## config.mk

```make
export PLATFORM = sky130hd
export DESIGN_NAME = rtc_dhms_alarm
export DESIGN_NICKNAME = d
export VERILOG_FILES = /design/src/rtl/rtc_dhms_alarm.sv
export SDC_FILE = /design/constraint.sdc
export NUM_CORES = 1
export LEC_CHECK = 0
export CAP_MARGIN = 0
export CORE_MARGIN = 1
export CORE_UTILIZATION = 43
export DETAILED_ROUTE_END_ITERATION = 8
export GPL_ROUTABILITY_DRIVEN = 0
export GPL_TIMING_DRIVEN = 1
export PLACE_DENSITY = 0.77
export SKIP_LAST_GASP = 1
export SLEW_MARGIN = 20
export SYNTH_ARGS = -nofsm -noshare
export SYNTH_HDL_FRONTEND = slang
export SYNTH_SLANG_ARGS = --single-unit
```

## constraint.sdc

```tcl
create_clock -name clk -period 2.21 [get_ports clk]
set_input_delay 0.3315 -clock clk [delete_from_list [all_inputs] [get_ports clk]]
set_output_delay 0.3315 -clock clk [all_outputs]
set_load 0.01 [all_outputs]
```

## src/rtl/rtc_dhms_alarm.sv

```systemverilog
// Day/hour/minute/second real-time counter with prescaler, validated load,
// alarm compare and rollover strobes. All outputs are registered.
module rtc_dhms_alarm #(
  parameter int unsigned CLK_DIV        = 1,
  parameter int unsigned DAYS_PER_MONTH = 30,
  parameter int unsigned HRS_PER_DAY    = 24,
  parameter int unsigned MIN_PER_HR     = 60,
  parameter int unsigned SEC_PER_MIN    = 60
) (
  input  logic       clk,
  input  logic       rst_n,
  input  logic       en,
  input  logic       load,
  input  logic [4:0] load_day,
  input  logic [4:0] load_hrs,
  input  logic [5:0] load_min,
  input  logic [5:0] load_sec,
  input  logic       alarm_en,
  input  logic [4:0] alarm_hrs,
  input  logic [5:0] alarm_min,
  input  logic [5:0] alarm_sec,
  output logic [4:0] day,
  output logic [4:0] hrs,
  output logic [5:0] min,
  output logic [5:0] sec,
  output logic       sec_tick,
  output logic       day_wrap,
  output logic       alarm,
  output logic       load_err
);

  localparam int unsigned PRE_W = (CLK_DIV > 1) ? $clog2(CLK_DIV) : 1;
  localparam logic [PRE_W-1:0] PRE_MAX = PRE_W'(CLK_DIV - 1);
  localparam logic [4:0] DAY_MAX = 5'(DAYS_PER_MONTH);
  localparam logic [4:0] HRS_MAX = 5'(HRS_PER_DAY - 1);
  localparam logic [5:0] MIN_MAX = 6'(MIN_PER_HR - 1);
  localparam logic [5:0] SEC_MAX = 6'(SEC_PER_MIN - 1);

  logic [PRE_W-1:0] pre_q, pre_d;
  logic [4:0] day_q, day_d, hrs_q, hrs_d;
  logic [5:0] min_q, min_d, sec_q, sec_d;
  logic sec_tick_q, sec_tick_d, day_wrap_q, day_wrap_d;
  logic alarm_q, alarm_d, load_err_q, load_err_d;

  logic advance_c, load_ok_c, sec_max_c, min_max_c, hrs_max_c;

  assign advance_c = en && (pre_q == PRE_MAX);
  assign load_ok_c = (load_day != 5'd0) && (load_day <= DAY_MAX) &&
                     (load_hrs <= HRS_MAX) && (load_min <= MIN_MAX) &&
                     (load_sec <= SEC_MAX);
  assign sec_max_c = (sec_q == SEC_MAX);
  assign min_max_c = (min_q == MIN_MAX);
  assign hrs_max_c = (hrs_q == HRS_MAX);

  // Next-state: valid load wins over any advance due on the same edge
  always_comb begin
    pre_d      = pre_q;
    day_d      = day_q;
    hrs_d      = hrs_q;
    min_d      = min_q;
    sec_d      = sec_q;
    sec_tick_d = 1'b0;
    day_wrap_d = 1'b0;
    alarm_d    = 1'b0;
    load_err_d = load && !load_ok_c;
    if (load && load_ok_c) begin
      pre_d = '0;
      day_d = load_day;
      hrs_d = load_hrs;
      min_d = load_min;
      sec_d = load_sec;
    end else if (advance_c) begin
      pre_d      = '0;
      sec_tick_d = 1'b1;
      sec_d      = sec_max_c ? 6'd0 : sec_q + 6'd1;
      if (sec_max_c) begin
        min_d = min_max_c ? 6'd0 : min_q + 6'd1;
      end
      if (sec_max_c && min_max_c) begin
        hrs_d = hrs_max_c ? 5'd0 : hrs_q + 5'd1;
      end
      if (sec_max_c && min_max_c && hrs_max_c) begin
        if (day_q == DAY_MAX) begin
          day_d      = 5'd1;
          day_wrap_d = 1'b1;
        end else begin
          day_d = day_q + 5'd1;
        end
      end
      alarm_d = alarm_en && ({hrs_d, min_d, sec_d} == {alarm_hrs, alarm_min, alarm_sec});
    end else if (en) begin
      pre_d = pre_q + PRE_W'(1);
    end
  end

  always_ff @(posedge clk or negedge rst_n) begin
    if (!rst_n) begin
      pre_q      <= '0;
      day_q      <= 5'd1;
      hrs_q      <= 5'd0;
      min_q      <= 6'd0;
      sec_q      <= 6'd0;
      sec_tick_q <= 1'b0;
      day_wrap_q <= 1'b0;
      alarm_q    <= 1'b0;
      load_err_q <= 1'b0;
    end else begin
      pre_q      <= pre_d;
      day_q      <= day_d;
      hrs_q      <= hrs_d;
      min_q      <= min_d;
      sec_q      <= sec_d;
      sec_tick_q <= sec_tick_d;
      day_wrap_q <= day_wrap_d;
      alarm_q    <= alarm_d;
      load_err_q <= load_err_d;
    end
  end

  assign day      = day_q;
  assign hrs      = hrs_q;
  assign min      = min_q;
  assign sec      = sec_q;
  assign sec_tick = sec_tick_q;
  assign day_wrap = day_wrap_q;
  assign alarm    = alarm_q;
  assign load_err = load_err_q;

endmodule

```

==> results of run 1 <==
through the flow:
step	instance area, sq um	power, mW	setup TNS (ns)
after floorplan	2300	1.34	-0.119
after global placement	3280	1.87	-2.30
after detailed placement	3280	1.89	-3.41
after CTS	3330	2.19	0
after global routing	3360	2.37	-0.124
final	3360	2.22	0
flip-flops by register name, summed over array words and instances (netlist names):
signal / count
day: 5
sec_tick: 1
alarm: 1
pre_q: 1
load_err: 1
min: 6
day_wrap: 1
hrs: 5
sec: 6
critical path: cells and delay by family, from the launching register on:
| kind | cells | cell delay, ns |
|---|---|---|
| XOR/XNOR | 1 | 0.13 |
| adder cells (fa/ha/maj) | 1 | 0.17 |
| flip-flops | 1 | 0.36 |
| AND/OR/NAND/NOR | 5 | 1.45 |
power by group through the flow:
stage	combinational [mW]	clock, mW	sequential (mW)
3_3_place_gp	1.15	0	0.712
5_1_grt	1.32	0.324	0.726
2_1_floorplan	0.573	0	0.765
4_1_cts	1.18	0.300	0.705
3_5_place_dp	1.17	0	0.714
6_report	1.21	0.299	0.714
kinds of logic after synthesis:
kind of cell / count (synthesis) / synth area share, %
buf+inv: 30 / 5.51
simple gates: 121 / 29.5
flops: 27 / 29.5
fa+ha+maj: 5 / 2.73
compound gates: 79 / 21.6
mux: 12 / 5.40
xor+xnor: 15 / 5.73
path summary, 6_finish.rpt:
| kind | end | slack, ns | cells after the start |
|---|---|---|---|
| worst max-delay path | alarm$_DFF_PN0_ | 0.006 | 7 |
| worst min-delay path | pre_q$_DFFE_PN0P_ | 0.41 | 2 |
| worst max register to register | alarm$_DFF_PN0_ | 0.006 | 7 |
| worst min register to register | day[0]$_DFFE_PN1P_ | 0.56 | 1 |
| max in group asynchronous | day[0]$_DFFE_PN1P_ | 1.49 | 2 |
| min in group clk | day[0]$_DFFE_PN1P_ | 0.56 | 1 |
synthesized netlist by cell type, drive strengths merged (2+ instances only):
library cell	count	area share, %
nor4b	2	0.76
nand2	34	5.6
o2111ai	2	0.76
xor2	4	1.5
nor4	7	2.8
nor2b	6	1.6
and3	3	0.82
a21oi	22	4.8
o41ai	2	0.76
mux2	3	1.5
a2bb2oi	2	0.76
a22oi	3	0.98
or3	2	0.55
nand3	12	3.4
a211oi	3	0.98
o22ai	2	0.55
and4b	2	0.87
nand2b	5	1.4
a31oi	2	0.82
buf	9	2.1
xnor2	11	4.2
dfrtp	26	28
mux2i	9	3.9
nand4	5	1.4
ha	5	2.7
clkbuf	7	1.1
a221oi	2	0.76
inv	14	2.3
nor3	16	3.5
a21o	2	0.65
and4	3	1.1
nor2	15	2.6
nor3b	4	1.3
o21ai	27	5.9
layout make-up:
class	instances	area [sq um]
clock buffers	3	41.3
clock inverters	1	7.51
fillers	445	1740
inverters	14	52.6
multi-input cells	232	1540
flip-flops and latches	27	677
well taps	70	87.6
repair buffers	105	961
layout by cell type, fill, tap and decap left out, types with 6 or more instances in the layout:
| cell type | n |
|---|---|
| sky130_fd_sc_hd__buf_4 | 36 |
| sky130_fd_sc_hd__clkdlybuf4s50_1 | 69 |
| sky130_fd_sc_hd__xnor2_1 | 11 |
| sky130_fd_sc_hd__a21oi_1 | 22 |
| sky130_fd_sc_hd__o21ai_0 | 27 |
| sky130_fd_sc_hd__dfrtp_1 | 26 |
| sky130_fd_sc_hd__nor3_1 | 15 |
| sky130_fd_sc_hd__nor2_1 | 13 |
| sky130_fd_sc_hd__inv_1 | 14 |
| sky130_fd_sc_hd__mux2i_1 | 8 |
| sky130_fd_sc_hd__nand3_1 | 10 |
| sky130_fd_sc_hd__nor2b_1 | 6 |
| sky130_fd_sc_hd__nand2_1 | 34 |
repair_timing:
action | CTS | global route
setup endpoints to repair | 0 | 19
setup buffers | 0 | 0
endpoints found under the hold margin | 0 | 0
gates resized for setup | 0 | 5
per-layer routing:
layer  wire length [um]  vias to the layer above  share of wire, %
li1                   -                     1255                 -
met1               3130                     1188                46
met2               3220                       97                47
met3                433                        8               6.3
met4                 80                        0               1.2
met5                  0                        -                 0
==> results.txt, run 1 <==
----------------------------------------------------
[Run status]
  Run status ... finished, final reports clean

[Finish]
  Antenna cell count ... 0
  Number of nets in the finished design ... approximately 430
  Area growth from synthesis to final layout ... 46.7%
  Share of post-route cells with drive strength above 1 ... between 10% and 20%
  Count of non-filler cells in the finished layout ... between 400 and 500
  Final cell utilization of the core ... 65.9%

[Clock network]
  Number of clock sinks ... 27
  H-tree depth ... 1
  Maximum buffer depth of the clock tree ... 2
  Number of hold buffers added after CTS ... 0
  TritonCTS clock tree ... yes
  Cts bufs inserted ... 3
  Reg clk slew, reported paths ... approximately 0.1 ns
  Clock tree root buffer cell ... sky130_fd_sc_hd__clkbuf_8
  Worst-Skew Late Latency ... ~0.28 ns

[Power]
  Power density cells ... ~660 nW/um^2
  Comb pwr share ... 54.3%
  Sequential Power Share ... about 32%
  Peak ir drop on the vdd network ... 443 uV
  Switching fraction of total power ... between 30% and 40%
  Int Power ... approximately 1.3 mW
  Net switching power ... ~0.9 mW
  Share of total power in the clock network ... between 10% and 20%
  Standby leakage power ... ~1.3 nW

[Hold path]
  Hold WC Path Type ... input port to async pin

[Die]
  Core ar. ... 5110 sq um
  Die Y ... 75.0 um
  Die X ... 75.0 um
  Standard-cell rows ... 26
  Total die area ... 5630 sq um
  Number of I/O pins ... 70
  Initial Util ... around 45%

[Worst setup path]
  Critical-path cell with the highest stage delay ... sky130_fd_sc_hd__or4b_1
  Maximum fanout encountered on the critical timing path ... 4
  Endpoint kind of the worst setup timing path ... register
  Delay of the slowest cell on the worst path ... between 0.5 and 0.6 ns
  Arrival time at the worst endpoint ... ~2.4 ns
  Required time worst endpoint ... 2.40 ns
  Cells traversed along the worst timing path ... ha_1 > nand2b_1 > nor4_4 > nand2_1 > xnor2_1 > or4b_1 > nor4_2
  Type of the worst setup path ... register to register
  CP Launch Point ... min[0]$_DFFE_PN0P_
  Origin of the critical flop-to-flop path ... min[0]$_DFFE_PN0P_
  Startpoint type of the worst setup path ... register

[Routing]
  DR vias/cell ... 5.64
  Remaining antenna violation count after routing ... 0
  Routed via count ... about 2500
  1st-iter DRT viols ... ~180
  Post-detailed-route wirelength per cell ... 15.2 um
  Number of iterations in the first detailed-routing pass ... 5
  Number of remaining DRC errors ... 0
  Post-detailed-routing wire length ... 6860 um

[Timing]
  RSZ-0062 raised after global routing ... true
  Final clock period utilization by the worst path ... approximately 100%
  Clock skew after layout ... 0.00170 ns
  Setup violation total in the final timing report ... 0
  Fmax ... roughly 450 MHz
  Setup WS post-layout ... between 0.005 and 0.006 ns
  Count of pins over their slew limit ... 0
  Least-Margin Pin Slew ... ~0.52 ns
  Headroom to the max-slew limit ... about 65%
  Final hold slack ... slightly above 0.4 ns
  Time the final worst path needs with I/O delays and setup ... approximately 2.2 ns
  Final hold vios ... 0

[Global route]
  Global-route met3 utilization ... under 10%
  Number of antenna violations at the first check in global routing ... 0
  First-pass GRT wire length ... around 11000 um
  Vias in the first global route ... roughly 2300
  Busiest layer in global routing ... met2
  Met2 track utilization from global routing ... 39.9%
  Global-route met1 utilization ... 37.4%
  Overall overflow remaining after global route ... 0
  Total GRT Usage ... between 20% and 30%
  Pin count of the biggest net entering global routing ... 28

[Synthesis]
  Number of distinct standard cells referenced by the synthesized netlist ... between 50 and 60
  Total standard cell area after synthesis ... between 2000 and 2500 sq um
  Average size of a mapped cell ... around 7.9 sq um
  Number of instances in the synthesized netlist ... 289
  Synth Net Count ... around 340
  Post-synth ARST share ... between 90% and 100%
  Post-synthesis sequential area ratio ... 29.5%
  Primary flip-flop cell chosen by synthesis mapping ... sky130_fd_sc_hd__dfrtp_1
  Synth warn ... 0
  Register bit count reported by yosys ... 27
  Number of flops mapped to enable cells by yosys ... 0

[Place]
  Placed cell count ... approximately 450
  Pre-CTS setup slack ... -0.260 ns
  Detailed placer's ending HPWL ... 5260 um
  Port Buffer Count ... 69

[Flow run]
  Maxcap violations ... 0

----------------------------------------------------
Power figures use the tool's default switching activity.
==> run 2, diff against run 1 <==
RECOVER_POWER = 25   (was not set)
==> results.txt, run 2 (same netlist as run 1, synthesis figures left out) <==
----------------------------------------------------
[Run status]
  Run status ... finished, final reports clean (unchanged)

[Die]
  Initial Util ... 44.9% (unchanged)
  Die Y ... 75.0 um (unchanged)
  Number of I/O pins ... 70 (unchanged)
  Core ar. ... 5110 sq um (unchanged)
  Standard-cell rows ... 26 (unchanged)
  Total die area ... 5630 sq um (unchanged)
  Die X ... 75.0 um (unchanged)

[Timing]
  Fmax ... 454 MHz (about the same)
  RSZ-0062 raised after global routing ... true (unchanged)
  Least-Margin Pin Slew ... 1.46 ns (was 0.521 ns)
  Count of pins over their slew limit ... 0 (unchanged)
  Final clock period utilization by the worst path ... 99.6% (was 99.7%)
  Sum of negative setup slack ... 0 ns (unchanged)
  Headroom to the max-slew limit ... 2.74% (was 65.0%)
  Setup violation total in the final timing report ... 0 (unchanged)
  Clock skew after layout ... 0.00171 ns (was 0.00170 ns)
  Final hold vios ... 0 (unchanged)
  Time the final worst path needs with I/O delays and setup ... 2.20 ns (about the same)

[Clock network]
  Worst-Skew Late Latency ... 0.28 ns (about the same)
  Number of hold buffers added after CTS ... 0 (unchanged)
  Cts bufs inserted ... 3 (unchanged)
  Maximum buffer depth of the clock tree ... 2 (unchanged)
  H-tree depth ... 1 (unchanged)
  Number of clock sinks ... 27 (unchanged)
  Clock tree root buffer cell ... sky130_fd_sc_hd__clkbuf_8 (unchanged)
  Post-CTS setup buffer count ... 0 (unchanged)
  TritonCTS clock tree ... yes (unchanged)
  Reg clk slew, reported paths ... 0.10 ns (about the same)

[Worst setup path]
  Reg2Reg Depth ... 7 (unchanged)
  Startpoint type of the worst setup path ... register (unchanged)
  WP buf/inv ... 0 (unchanged)
  Type of the worst setup path ... register to register (unchanged)
  Endpoint kind of the worst setup timing path ... register (unchanged)
  Critical-path cell with the highest stage delay ... sky130_fd_sc_hd__or4b_1 (unchanged)
  Reg-to-reg setup timing slack ... 0.009 ns (was 0.006 ns)
  Origin of the critical flop-to-flop path ... min[0]$_DFFE_PN0P_ (unchanged)
  Arrival time at the worst endpoint ... 2.40 ns (about the same)
  Worst flop-to-flop path endpoint ... alarm$_DFF_PN0_ (unchanged)
  Delay of the slowest cell on the worst path ... 0.54 ns (about the same)
  Top cell family by delay on the critical path ... simple AND/OR/NAND/NOR gates (unchanged)
  Required time worst endpoint ... 2.41 ns (was 2.40 ns)
  Cells traversed along the worst timing path ... ha_1 > nand2b_1 > nor4_4 > nand2_1 > xnor2_1 > or4b_1 > nor4_2 (unchanged)
  Maximum fanout encountered on the critical timing path ... 4 (unchanged)

[Finish]
  Antenna cell count ... 0 (unchanged)
  Layout filler cell count ... 447 (was 445)
  Area growth from synthesis to final layout ... 46.6% (was 46.7%)
  Leading cell type in the layout, fill and taps excluded ... sky130_fd_sc_hd__clkdlybuf4s50_1 (unchanged)
  Share of post-route cells with drive strength above 1 ... 14.4% (was 14.7%)
  Number of nets in the finished design ... 432 (unchanged)
  Top library cells by usage in the layout, fill and taps aside ... sky130_fd_sc_hd__clkdlybuf4s50_1 (68), sky130_fd_sc_hd__buf_4 (35), sky130_fd_sc_hd__nand2_1 (34) (was sky130_fd_sc_hd__clkdlybuf4s50_1 (69), sky130_fd_sc_hd__buf_4 (36), sky130_fd_sc_hd__nand2_1 (34))
  Count of non-filler cells in the finished layout ... 452 (unchanged)

[Power]
  Power density cells ... 660 nW/um^2 (was 659 nW/um^2)
  Peak ir drop on the vdd network ... 443 uV (about the same)
  Standby leakage power ... 1.31 nW (was 1.32 nW)

[Global route]
  Pin count of the biggest net entering global routing ... 28 (unchanged)
  Overall overflow remaining after global route ... 0 (unchanged)
  Met2 track utilization from global routing ... 39.9% (unchanged)
  Global-route met3 utilization ... 3.21% (unchanged)
  Global-route met1 utilization ... 37.4% (unchanged)
  Vias in the first global route ... 2314 (unchanged)
  Total GRT Usage ... 25.5% (unchanged)
  Number of antenna violations at the first check in global routing ... 0 (unchanged)
  Busiest layer in global routing ... met2 (unchanged)
  First-pass GRT wire length ... 10900 um (unchanged)

[Place]
  Placed cell count ... 448 (unchanged)
  Port Buffer Count ... 69 (unchanged)
  Detailed placer's ending HPWL ... 5260 um (unchanged)

[Routing]
  Post-detailed-route wirelength per cell ... 15.2 um (about the same)
  DR vias/cell ... 5.65 (was 5.64)
  Post-detailed-routing wire length ... 6870 um (was 6860 um)
  1st-iter DRT viols ... 184 (was 178)
  Routed via count ... 2552 (was 2548)
  Number of iterations in the first detailed-routing pass ... 5 (unchanged)
  Remaining antenna violation count after routing ... 0 (unchanged)
  Number of remaining DRC errors ... 0 (unchanged)

[Hold path]
  Endpoint of the worst hold-timing path ... day[0]$_DFFE_PN1P_
  Depth of the worst hold-timing path ... 1
  Launch point of the worst hold path ... day[0]$_DFFE_PN1P_
  Hold WC Path Type ... register to register (was input port to async pin)

[Flow run]
  Maxcap violations ... 0 (unchanged)

----------------------------------------------------
run 2: cell type report:
type                            count  area [sq um]  share of cell area [%]
Clock buffer                        3          41.3                    1.23
Clock inverter                      1          7.51                   0.223
Inverter                           14          52.6                    1.56
Multi-Input combinational cell    232          1540                    45.7
Sequential cell                    27           677                    20.1
Tap cell                           70          87.6                    2.61
Timing Repair Buffer              105           957                    28.5
run 2: power by group:
group	internal (mW)	total, mW	switching (mW)
Combinational	0.615	1.20	0.588
Sequential	0.596	0.714	0.118
Clock	0.128	0.299	0.171
run 2: routing by layer:
metal	wire length (um)	vias to the layer above
met2	3220	97
met1	3140	1189
li1	-	1256
met4	83	0
met5	0	-
met3	425	10
run 2: how the worst max path moves through the flow:
| stage | from | endpoint | slack, ns | cells past startpoint |
|---|---|---|---|---|
| 6_report | min[0]$_DFFE_PN0P_ | alarm$_DFF_PN0_ | 0.009 | 7 |
| 4_1_cts | load_day[1] | day[1]$_DFFE_PN0P_ | 0.03 | 8 |
| 3_5_place_dp | load_day[1] | day[1]$_DFFE_PN0P_ | -0.26 | 8 |
| 5_1_grt | min[1]$_DFFE_PN0P_ | alarm$_DFF_PN0_ | -0.12 | 7 |
| 3_3_place_gp | load_day[0] | hrs[3]$_DFFE_PN0P_ | -0.20 | 6 |
| 2_1_floorplan | min[0]$_DFFE_PN0P_ | alarm$_DFF_PN0_ | -0.12 | 8 |
run 2: repair_timing:
| item | 4_1_cts | 5_1_grt |
|---|---|---|
| endpoints found under the hold margin | 0 | 0 |
| gates resized for setup | 0 | 5 |
| endpoints found under the setup margin | 0 | 19 |
run 2: per-stage QoR:
step                      util, %  worst slack, ns  hold slack, ns  instance area, sq um  total power, mW
after floorplan                 -           -0.119          0.0359                  2300             1.34
after global placement       64.2           -0.197           0.534                  3280             1.87
after detailed placement     64.2           -0.260           0.541                  3280             1.89
after CTS                    65.2           0.0269           0.436                  3330             2.19
after global routing         65.8           -0.124           0.576                  3360             2.37
final                        65.8          0.00909           0.557                  3360             2.22
==> run 3, diff against run 2 <==
CORE_MARGIN = 2   (was 1)
CTS_CLUSTER_DIAMETER = 30   (was not set)
SLEW_MARGIN = not set   (was 20)
==> results.txt, run 3 (same netlist as run 1, synthesis figures left out) <==
----------------------------------------------------
[Clock network]
  Number of hold buffers added after CTS ... 0 (unchanged)
  Worst-Skew Late Latency ... 0.28 ns (about the same)
  Post-CTS setup buffer count ... 0 (unchanged)
  Reg clk slew, reported paths ... 0.10 ns (about the same)
  Clock tree root buffer cell ... sky130_fd_sc_hd__clkbuf_8 (unchanged)
  Number of clock sinks ... 27 (unchanged)
  H-tree depth ... 1 (unchanged)
  Cts bufs inserted ... 3 (unchanged)
  Maximum buffer depth of the clock tree ... 2 (unchanged)
  TritonCTS clock tree ... yes (unchanged)
  Gates resized, CTS repair ... 0 (unchanged)

[Place]
  Port Buffer Count ... 69 (unchanged)
  Detailed placer's ending HPWL ... 5460 um (was 5260 um)
  Placed cell count ... 450 (was 448)

[Die]
  Die X ... 77.0 um (was 75.0 um)
  Standard-cell rows ... 26 (unchanged)
  Core ar. ... 5140 sq um (was 5110 sq um)
  Number of I/O pins ... 70 (unchanged)
  Initial Util ... 44.6% (was 44.9%)
  Total die area ... 5930 sq um (was 5630 sq um)
  Die Y ... 77.0 um (was 75.0 um)

[Finish]
  Number of nets in the finished design ... 434 (was 432)
  Leading cell type in the layout, fill and taps excluded ... sky130_fd_sc_hd__clkdlybuf4s50_1 (unchanged)
  Share of post-route cells with drive strength above 1 ... 17.4% (was 14.4%)
  Count of non-filler cells in the finished layout ... 454 (was 452)
  Area growth from synthesis to final layout ... 49.3% (was 46.6%)
  Antenna cell count ... 0 (unchanged)
  Top library cells by usage in the layout, fill and taps aside ... sky130_fd_sc_hd__clkdlybuf4s50_1 (68), sky130_fd_sc_hd__buf_4 (37), sky130_fd_sc_hd__nand2_1 (34) (was sky130_fd_sc_hd__clkdlybuf4s50_1 (68), sky130_fd_sc_hd__buf_4 (35), sky130_fd_sc_hd__nand2_1 (34))

[Timing]
  Final hold vios ... 0 (unchanged)
  Count of pins over their slew limit ... 28 (was 0)
  Clock skew after layout ... 0.00771 ns (was 0.00171 ns)
  Fmax ... 475 MHz (was 454 MHz)
  Least-Margin Pin Slew ... 1.52 ns (was 1.46 ns)
  Final hold slack ... 0.552 ns (was 0.557 ns)
  Final clock period utilization by the worst path ... 95.2% (was 99.6%)
  Setup violation total in the final timing report ... 0 (unchanged)
  Time the final worst path needs with I/O delays and setup ... 2.10 ns (was 2.20 ns)
  Headroom to the max-slew limit ... -1.55% (was 2.74%)

[Global route]
  Pin count of the biggest net entering global routing ... 28 (unchanged)
  Total GRT Usage ... 24.3% (was 25.5%)
  First-pass GRT wire length ... 11800 um (was 10900 um)
  Number of antenna violations at the first check in global routing ... 0 (unchanged)
  Vias in the first global route ... 2511 (was 2314)
  Overall overflow remaining after global route ... 0 (unchanged)

[Worst setup path]
  Type of the worst setup path ... register to register (unchanged)
  Arrival time at the worst endpoint ... 2.28 ns (was 2.40 ns)
  Maximum fanout encountered on the critical timing path ... 8 (was 4)
  Required time worst endpoint ... 2.39 ns (was 2.41 ns)
  Endpoint kind of the worst setup timing path ... register (unchanged)
  Startpoint type of the worst setup path ... register (unchanged)

[Power]
  Switching fraction of total power ... 39.6% (about the same)
  Power density cells ... 660 nW/um^2 (about the same)
  Total Power Consumption ... 2.26 mW (was 2.22 mW)
  Net switching power ... 0.895 mW (was 0.878 mW)
  Share of total power in the clock network ... 13.3% (was 13.5%)
  Sequential Power Share ... 31.6% (was 32.2%)
  Int Power ... 1.36 mW (was 1.34 mW)
  Standby leakage power ... 1.33 nW (was 1.31 nW)
  Comb pwr share ... 55.0% (was 54.3%)
  Peak ir drop on the vdd network ... 370 uV (was 443 uV)

[Routing]
  DR vias/cell ... 5.70 (was 5.65)
  Number of remaining DRC errors ... 0 (unchanged)
  Remaining antenna violation count after routing ... 0 (unchanged)
  1st-iter DRT viols ... 240 (was 184)
  Number of iterations in the first detailed-routing pass ... 4 (was 5)
  Post-detailed-routing wire length ... 7110 um (was 6870 um)
  Post-detailed-route wirelength per cell ... 15.7 um (was 15.2 um)
  Routed via count ... 2588 (was 2552)

[Run status]
  Run status ... complete, but fails checks (was finished, final reports clean)
  Violated checks ... capacitance limit, slew limit

[Flow run]
  Maxcap violations ... 1 (was 0)

[Hold path]
  Hold WC Path Type ... register to register (unchanged)

----------------------------------------------------
==> run 3: area by class of cell <==
cell class	count	area, sq um
flip-flops and latches	27	677
clock inverters	1	7.51
clock buffers	3	41.3
inverters	14	52.6
repair buffers	107	972
fillers	461	1720
well taps	70	87.6
multi-input cells	232	1580
==> run 3: critical path, stage by stage, from the launching register on <==
cell and delay, ns:
sky130_fd_sc_hd__dfrtp_1 0.41, sky130_fd_sc_hd__ha_4 0.21, sky130_fd_sc_hd__nand3_4 0.11, sky130_fd_sc_hd__buf_4 0.19
sky130_fd_sc_hd__nor3_2 0.20, sky130_fd_sc_hd__nand2_1 0.12, sky130_fd_sc_hd__nor2_1 0.15, sky130_fd_sc_hd__mux2_2 0.36
sky130_fd_sc_hd__mux2_2 0.26
==> run 3: power by group through the flow <==
stage | Sequential, mW | Combinational [mW] | Clock [mW]
4_1_cts | 0.706 | 1.20 | 0.303
5_1_grt | 0.733 | 1.35 | 0.332
6_report | 0.714 | 1.24 | 0.301
3_5_place_dp | 0.715 | 1.19 | 0
3_3_place_gp | 0.711 | 1.17 | 0
2_1_floorplan | 0.765 | 0.573 | 0
==> run 3: per-stage QoR <==
stage	utilization, %	setup TNS, ns	setup slack [ns]	cell area [sq um]
floorplan	-	-0.119	-0.119	2300
global placement	64.1	-1.37	-0.154	3300
detailed placement	64.1	-2.23	-0.219	3300
CTS	65.1	0	0.0631	3340
global route	66.6	-0.0979	-0.0647	3420
finish	66.6	0	0.105	3420
==> run 3: routing by layer <==
layer,wire [um],global-route usage [%],share of wire (%)
met5,0,0,0
met4,46,5.18,0.65
met3,480,2.71,6.8
met2,3330,38.7,47
met1,3250,35.6,46
==> run 3: worst paths after layout <==
check                              startpoint                 end  slack, ns  cells past startpoint
max                        sec[1]$_DFFE_PN0P_  hrs[3]$_DFFE_PN0P_       0.11                      8
min                        day[0]$_DFFE_PN1P_  day[0]$_DFFE_PN1P_       0.55                      1
max reg2reg                sec[1]$_DFFE_PN0P_  hrs[3]$_DFFE_PN0P_       0.11                      8
min reg2reg                day[0]$_DFFE_PN1P_  day[0]$_DFFE_PN1P_       0.55                      1
max in group asynchronous               rst_n  min[2]$_DFFE_PN0P_       0.39                      2
min in group asynchronous               rst_n  sec[4]$_DFFE_PN0P_       0.94                      2
